`src/rtl/id_ex_reg_if.sv`:
```
// D/E pipeline bus: decode-stage inputs, write-back bypass source and the
// registered execute-stage outputs of the ID/EX register.
interface id_ex_reg_if;
  logic [31:0] pc_D;
  logic [31:0] instr_D;
  logic [31:0] rs_data_D;
  logic [31:0] rt_data_D;
  logic [31:0] imm32_D;
  logic        wb_we;
  logic [4:0]  wb_addr;
  logic [31:0] wb_data;

  logic [31:0] pc_E;
  logic [31:0] pc8_E;
  logic [31:0] instr_E;
  logic [31:0] rs_data_E;
  logic [31:0] rt_data_E;
  logic [31:0] imm32_E;
  logic        valid_E;

  // master: the surrounding pipeline (drives D/W side, consumes E side)
  modport master (
    output pc_D, instr_D, rs_data_D, rt_data_D, imm32_D,
    output wb_we, wb_addr, wb_data,
    input  pc_E, pc8_E, instr_E, rs_data_E, rt_data_E, imm32_E, valid_E
  );

  // slave: the ID/EX register itself
  modport slave (
    input  pc_D, instr_D, rs_data_D, rt_data_D, imm32_D,
    input  wb_we, wb_addr, wb_data,
    output pc_E, pc8_E, instr_E, rs_data_E, rt_data_E, imm32_E, valid_E
  );
endinterface

```
`src/rtl/id_ex_reg.sv`:
```
// ID/EX pipeline register with bubble insertion, flush, freeze and
// write-back bypass on capture. Every output is driven straight from a flop.
module id_ex_reg #(
  parameter logic [31:0] PC_RESET   = 32'h0000_3000,
  parameter bit          ZERO_GUARD = 1'b1
) (
  input  logic        clk,
  input  logic        reset,
  input  logic        flush,
  input  logic        stall,
  input  logic        freeze,
  id_ex_reg_if.slave  bus
);

  logic [31:0] pc_q, pc_d;
  logic [31:0] pc8_q, pc8_d;
  logic [31:0] instr_q, instr_d;
  logic [31:0] rs_data_q, rs_data_d;
  logic [31:0] rt_data_q, rt_data_d;
  logic [31:0] imm32_q, imm32_d;
  logic        valid_q, valid_d;

  logic [4:0]  rs_addr, rt_addr;
  logic        wb_ok;
  logic        rs_hit, rt_hit;

  assign rs_addr = bus.instr_D[25:21];
  assign rt_addr = bus.instr_D[20:16];

  // A W-stage write to $0 is discarded by the GRF, so it must not be forwarded
  // unless the guard is disabled.
  assign wb_ok  = bus.wb_we && ((ZERO_GUARD == 1'b0) || (bus.wb_addr != 5'd0));
  assign rs_hit = wb_ok && (bus.wb_addr == rs_addr);
  assign rt_hit = wb_ok && (bus.wb_addr == rt_addr);

  // Next-state selection: flush > freeze > stall > load (reset handled in the flop).
  always_comb begin
    pc_d      = pc_q;
    pc8_d     = pc8_q;
    instr_d   = instr_q;
    rs_data_d = rs_data_q;
    rt_data_d = rt_data_q;
    imm32_d   = imm32_q;
    valid_d   = valid_q;
    if (flush) begin
      pc_d      = PC_RESET;
      pc8_d     = PC_RESET + 32'd8;
      instr_d   = 32'h0;
      rs_data_d = 32'h0;
      rt_data_d = 32'h0;
      imm32_d   = 32'h0;
      valid_d   = 1'b0;
    end else if (freeze) begin
      // hold everything
    end else if (stall) begin
      // bubble keeps the stalled instruction's PC for exception/debug use
      pc_d      = bus.pc_D;
      pc8_d     = bus.pc_D + 32'd8;
      instr_d   = 32'h0;
      rs_data_d = 32'h0;
      rt_data_d = 32'h0;
      imm32_d   = 32'h0;
      valid_d   = 1'b0;
    end else begin
      pc_d      = bus.pc_D;
      pc8_d     = bus.pc_D + 32'd8;
      instr_d   = bus.instr_D;
      rs_data_d = rs_hit ? bus.wb_data : bus.rs_data_D;
      rt_data_d = rt_hit ? bus.wb_data : bus.rt_data_D;
      imm32_d   = bus.imm32_D;
      valid_d   = 1'b1;
    end
  end

  // State registers with synchronous active-high reset.
  always_ff @(posedge clk) begin
    if (reset) begin
      pc_q      <= PC_RESET;
      pc8_q     <= PC_RESET + 32'd8;
      instr_q   <= 32'h0;
      rs_data_q <= 32'h0;
      rt_data_q <= 32'h0;
      imm32_q   <= 32'h0;
      valid_q   <= 1'b0;
    end else begin
      pc_q      <= pc_d;
      pc8_q     <= pc8_d;
      instr_q   <= instr_d;
      rs_data_q <= rs_data_d;
      rt_data_q <= rt_data_d;
      imm32_q   <= imm32_d;
      valid_q   <= valid_d;
    end
  end

  assign bus.pc_E      = pc_q;
  assign bus.pc8_E     = pc8_q;
  assign bus.instr_E   = instr_q;
  assign bus.rs_data_E = rs_data_q;
  assign bus.rt_data_E = rt_data_q;
  assign bus.imm32_E   = imm32_q;
  assign bus.valid_E   = valid_q;

endmodule

```
`src/flat_wrapper.sv`:
```
// flat-port wrapper written by rule: the top's interface ports become plain ports
module id_ex_reg_flat 
#(
  parameter logic [31:0] PC_RESET   = 32'h0000_3000,
  parameter bit          ZERO_GUARD = 1'b1
)
  (clk, reset, flush, stall, freeze, bus_pc_D, bus_instr_D, bus_rs_data_D, bus_rt_data_D, bus_imm32_D, bus_wb_we, bus_wb_addr, bus_wb_data, bus_pc_E, bus_pc8_E, bus_instr_E, bus_rs_data_E, bus_rt_data_E, bus_imm32_E, bus_valid_E);
  id_ex_reg_if bus_i ();
  input  logic clk;
  input  logic reset;
  input  logic flush;
  input  logic stall;
  input  logic freeze;
  input wire logic [$bits(bus_i.pc_D)-1:0] bus_pc_D;
  input wire logic [$bits(bus_i.instr_D)-1:0] bus_instr_D;
  input wire logic [$bits(bus_i.rs_data_D)-1:0] bus_rs_data_D;
  input wire logic [$bits(bus_i.rt_data_D)-1:0] bus_rt_data_D;
  input wire logic [$bits(bus_i.imm32_D)-1:0] bus_imm32_D;
  input wire logic [$bits(bus_i.wb_we)-1:0] bus_wb_we;
  input wire logic [$bits(bus_i.wb_addr)-1:0] bus_wb_addr;
  input wire logic [$bits(bus_i.wb_data)-1:0] bus_wb_data;
  output wire logic [$bits(bus_i.pc_E)-1:0] bus_pc_E;
  output wire logic [$bits(bus_i.pc8_E)-1:0] bus_pc8_E;
  output wire logic [$bits(bus_i.instr_E)-1:0] bus_instr_E;
  output wire logic [$bits(bus_i.rs_data_E)-1:0] bus_rs_data_E;
  output wire logic [$bits(bus_i.rt_data_E)-1:0] bus_rt_data_E;
  output wire logic [$bits(bus_i.imm32_E)-1:0] bus_imm32_E;
  output wire logic [$bits(bus_i.valid_E)-1:0] bus_valid_E;
  assign bus_i.pc_D = bus_pc_D;
  assign bus_i.instr_D = bus_instr_D;
  assign bus_i.rs_data_D = bus_rs_data_D;
  assign bus_i.rt_data_D = bus_rt_data_D;
  assign bus_i.imm32_D = bus_imm32_D;
  assign bus_i.wb_we = bus_wb_we;
  assign bus_i.wb_addr = bus_wb_addr;
  assign bus_i.wb_data = bus_wb_data;
  assign bus_pc_E = bus_i.pc_E;
  assign bus_pc8_E = bus_i.pc8_E;
  assign bus_instr_E = bus_i.instr_E;
  assign bus_rs_data_E = bus_i.rs_data_E;
  assign bus_rt_data_E = bus_i.rt_data_E;
  assign bus_imm32_E = bus_i.imm32_E;
  assign bus_valid_E = bus_i.valid_E;
  id_ex_reg #(.PC_RESET(PC_RESET), .ZERO_GUARD(ZERO_GUARD)) u_core (.clk(clk), .reset(reset), .flush(flush), .stall(stall), .freeze(freeze), .bus(bus_i));
endmodule
```
`config.mk`:
```
export PLATFORM = sky130hd
export DESIGN_NAME = id_ex_reg_flat
export DESIGN_NICKNAME = d
export VERILOG_FILES = /design/src/rtl/id_ex_reg_if.sv /design/src/rtl/id_ex_reg.sv /design/src/flat_wrapper.sv
export SDC_FILE = /design/constraint.sdc
export NUM_CORES = 1
export LEC_CHECK = 0
export ABC_CLOCK_PERIOD_IN_PS = 2300
export CORE_AREA = 5 5 152 154
export DETAILED_ROUTE_END_ITERATION = 16
export DIE_AREA = 0 0 157 159
export PLACE_DENSITY = 0.73
export RECOVER_POWER = 50
export SETUP_SLACK_MARGIN = 0.02
export SKIP_LAST_GASP = 1
export SLEW_MARGIN = 10
export SYNTH_ARGS = -nofsm -noshare
export SYNTH_HDL_FRONTEND = slang
export SYNTH_SLANG_ARGS = --single-unit
```
`constraint.sdc`:
```
create_clock -name clk -period 2.3 [get_ports clk]
set_input_delay 0.575 -clock clk [delete_from_list [all_inputs] [get_ports clk]]
set_output_delay 0.575 -clock clk [all_outputs]
set_load 0.05 [all_outputs]
```
==> summary.txt <==
Power
  – Total power per unit cell area: 598 nW/µm²
  – IR Drop Worst-Case VDD: 0.453 mV
  – Static power due to leakage: 4.82 nW

Clocking
  – H-tree levels: 4
  – Buffer depth of the longest clock path: 2
  – Clock edge transition at the registers on the reported setup and hold paths: 0.09 ns
  – CTS resizes: 0
  – Clock buffer count from CTS: 17
  – Number of hold buffers added after cts: 0
  – Clock latency on the worst-skew pair: 0.42 ns
  – Count of clock tree sinks: 190
  – Clock root buffer: sky130_fd_sc_hd__clkbuf_16
  – Number of setup buffers added after CTS: 0
  – CTS tree: done

Final layout
  – FILL cells: 1863
  – Final #Nets: 1520
  – Layout area overhead: 61.0%
  – Ratio of cells with drive above 1 in the final layout: 10.7%
  – End-of-flow core utilization: 61.5%

GRT
  – Total global routing overflow: 0
  – Number of antenna violations at the first check in global routing: 2
  – Largest net degree at the start of global routing: 112
  – First-pass GRT wire length: 46.8 mm
  – Vias in the first global route: 8485
  – Total GRT Usage: 23.4%

Floorplan
  – I/O pin count: 396
  – Std-Cell Core Area: 21600 µm²
  – Die height: 159 µm
  – Row Count: 54
  – Die ar.: 25000 µm²
  – Initial core utilization: 38.2%
  – Overall die width: 157 µm

Yosys
  – Number of synthesized flops with an enable pin: 0
  – Mux cell area share after synthesis: 3.98%
  – Summed instance area of the synthesized netlist: 8240 µm²
  – Synthesized area per cell: 9.09 µm²
  – Leading post-synthesis cells by cell area: sky130_fd_sc_hd__dfxtp_1, sky130_fd_sc_hd__o211ai_2, sky130_fd_sc_hd__nand2_1
  – Number of warnings reported in the yosys synthesis log: 0
  – Synth Instances: 906
  – Largest family of logic cells by synthesized area: simple AND/OR/NAND/NOR gates
  – Post-synth top flop: sky130_fd_sc_hd__dfxtp_1
  – Unique masters post-synth: 48
  – Fraction of the mapped netlist area in compound gates: 19.1%
  – Share of flip-flops with an asynchronous set or reset: 0%
  – Post-Synth Simple-Gate Area: 23.4%
  – Share of synthesized cell area in full adder, half adder and majority cells: 0.152%
  – Sequential share of the synthesized area: 46.2%
  – Fraction of synthesized cell area in xor and xnor cells: 2.02%
  – Fraction of synthesized cell area taken by the top area cell type: 46.2%
  – Mapped Nets: 1110
  – Top cell type by total area after synthesis: sky130_fd_sc_hd__dfxtp_1
  – Synth Register Bits: 190

Route
  – Vias per cell: 5.22
  – Post-route ant nets: 0
  – Total length of routed wires: 30.6 mm
  – Residual DRC count: 0
  – Detailed router's first-iteration violation count: 348
  – Wirelength per Cell: 19.0 µm
  – Number of vias after detailed routing: 8401
  – Number of optimization iterations in the first detailed-route pass: 5

Place
  – Detailed placer's ending HPWL: 23.1 mm
  – PortBufs: 395
  – Global placer's final weighted congestion: 0.854

Setup path
  – Critical path data arrival time: 1.65 ns
  – Worst Path Required: 1.73 ns
  – Type of origin of the critical path: flop
  – Buf+Inv Stages, Crit Path: 1
  – Worst-path cell with the longest stage delay: sky130_fd_sc_hd__clkdlybuf4s50_1
  – Cell count of the worst reg-to-reg path: 3
  – Setup Crit Path Kind: flop to primary output
  – Stage delay of the slowest cell on the critical path: 0.84 ns
  – Maximum fanout along the worst path: 2
  – Startpoint of the lowest-slack register-to-register path: u_core.bus.pc8_E[26]
  – CP startpoint: u_core.bus.rs_data_E[31]
  – Crit path max-delay family: buffers and inverters
  – End of the critical path: bus_rs_data_E[31]
  – Cells traversed along the worst timing path: clkdlybuf4s50_1
  – Worst setup EP type: primary output
  – R2r endpoint: u_core.bus.pc8_E[26]
  – Logic depth of the worst path, buffers included: 1
  – Setup slack, reg-to-reg: 1.38 ns

Timing
  – Hold slack final: 0.468 ns
  – Slew headroom: 33.9%
  – Final Max Slew Viols: 0
  – Final min period: 2.22 ns
  – Worst setup skew after layout: 0 ns
  – Maximum frequency from static timing analysis: 0.450 GHz
  – Final worst path period share: 96.5%
  – Transition at the pin with the smallest max-transition slack: 0.991 ns
  – Number of endpoints with negative hold slack in the final report: 0
  – Setup-violating endpoint count in the final report: 0
  – Unrepaired setup endpoints after global routing: false
  – Post-route setup TNS: 0 ns

Run
  – Max-cap violations: 0

Min path
  – Worst min-delay path class: flop to flop

Run status
  – Run status: finished, final reports clean
[state kept, by name (all words and copies together) (netlist names)]
register	cells
u_core.bus.imm32_E	32
u_core.bus.instr_E	32
u_core.bus.pc8_E	32
u_core.bus.pc_E	29
u_core.bus.rs_data_E	32
u_core.bus.rt_data_E	32
u_core.bus.valid_E	1
[cells in the mapped netlist, drive strengths merged (5+ instances only)]
library cell	count
nor2	104
nor3	16
o21ai	5
dfxtp	190
nand4	72
a22oi	63
mux2	6
nor2b	5
and4	12
and3	7
nand2b	5
a211oi	6
mux2i	26
xor2	6
nand3	6
clkbuf	47
nor4	5
o211ai	65
a21oi	22
xnor2	13
nand2	158
buf	36
a31oi	10
[layer usage]
layer | global-route usage (%) | wire length, µm | up-vias
li1 | - | - | 4087
met1 | 27.4 | 12100 | 3926
met2 | 38.6 | 14500 | 350
met3 | 10.2 | 3310 | 36
met4 | 7.22 | 723 | 2
met5 | 0 | 13 | -
[cell families after synthesis]
kind of cell	after synthesis
and+or+nand+nor	400
buffers and inverters	86
adders and majority gates	1
AOI/OAI and AO/OA	178
xor gates and xnor gates	19
muxes	32
DFF	190
[metrics by stage]
step	area [µm²]	setup slack (ns)	std cells	total power [W]
after floorplan	8240	0.514	906	0.00415
after global routing	13300	0.0173	1610	0.00827
after CTS	13600	0.0259	1609	0.00804
after detailed placement	12900	-0.0115	1577	0.00494
final	13300	0.0796	1610	0.00793
after global placement	12900	0.0339	1577	0.00494
[cell type report]
cell class              instances  area (µm²)  area share [%]
inverters                       3        11.3          0.0849
well taps                     280         350            2.64
repair buffers                474        4650            35.1
clock inverters                15         200            1.51
diodes                          1        2.50          0.0189
multi-input cells             630        3820            28.8
flip-flops and latches        190        3800            28.7
clock buffers                  17         425            3.21
[worst min-delay path by stage]
stage                        startpoint                       end  slack, ns  cells after the start
2_1_floorplan              bus_pc_D[17]      u_core.bus.pc8_E[17]       0.67                      1
3_3_place_gp    u_core.bus.rs_data_E[9]   u_core.bus.rs_data_E[9]       0.44                      2
3_5_place_dp   u_core.bus.rs_data_E[29]  u_core.bus.rs_data_E[29]       0.45                      2
4_1_cts             u_core.bus.pc_E[27]       u_core.bus.pc_E[27]       0.47                      2
5_1_grt        u_core.bus.rt_data_E[27]  u_core.bus.rt_data_E[27]       0.49                      2
6_report            u_core.bus.pc8_E[8]       u_core.bus.pc8_E[8]       0.47                      2
[cell usage in the layout (no fill, tap or decap), types with 3 or more instances in the layout]
cell,instances
sky130_fd_sc_hd__clkbuf_2,3
sky130_fd_sc_hd__xor2_1,6
sky130_fd_sc_hd__nand2b_1,5
sky130_fd_sc_hd__nand3_1,5
sky130_fd_sc_hd__and4_1,12
sky130_fd_sc_hd__buf_12,15
sky130_fd_sc_hd__mux2_2,4
sky130_fd_sc_hd__a21oi_1,22
sky130_fd_sc_hd__a221oi_1,3
sky130_fd_sc_hd__mux2i_1,26
sky130_fd_sc_hd__clkbuf_1,15
sky130_fd_sc_hd__xnor2_1,13
sky130_fd_sc_hd__dfxtp_1,190
sky130_fd_sc_hd__and3_1,7
sky130_fd_sc_hd__nor2_1,102
sky130_fd_sc_hd__inv_8,4
sky130_fd_sc_hd__o211ai_2,17
sky130_fd_sc_hd__nand4_1,70
sky130_fd_sc_hd__a31oi_1,10
sky130_fd_sc_hd__inv_1,3
sky130_fd_sc_hd__clkdlybuf4s50_1,383
sky130_fd_sc_hd__clkbuf_16,17
sky130_fd_sc_hd__a211oi_1,4
sky130_fd_sc_hd__o21ai_0,5
sky130_fd_sc_hd__nor2b_1,5
sky130_fd_sc_hd__o211ai_1,48
sky130_fd_sc_hd__buf_4,54
sky130_fd_sc_hd__a22oi_1,63
sky130_fd_sc_hd__nor3_1,15
sky130_fd_sc_hd__clkinv_8,6
sky130_fd_sc_hd__nand2_1,158
[where the power goes]
part	internal, W	switching, W
combinational	0.000661	0.000771
clock	0.00151	0.00158
sequential	0.00337	0.0000457
(Power assumes the default switching activity.)
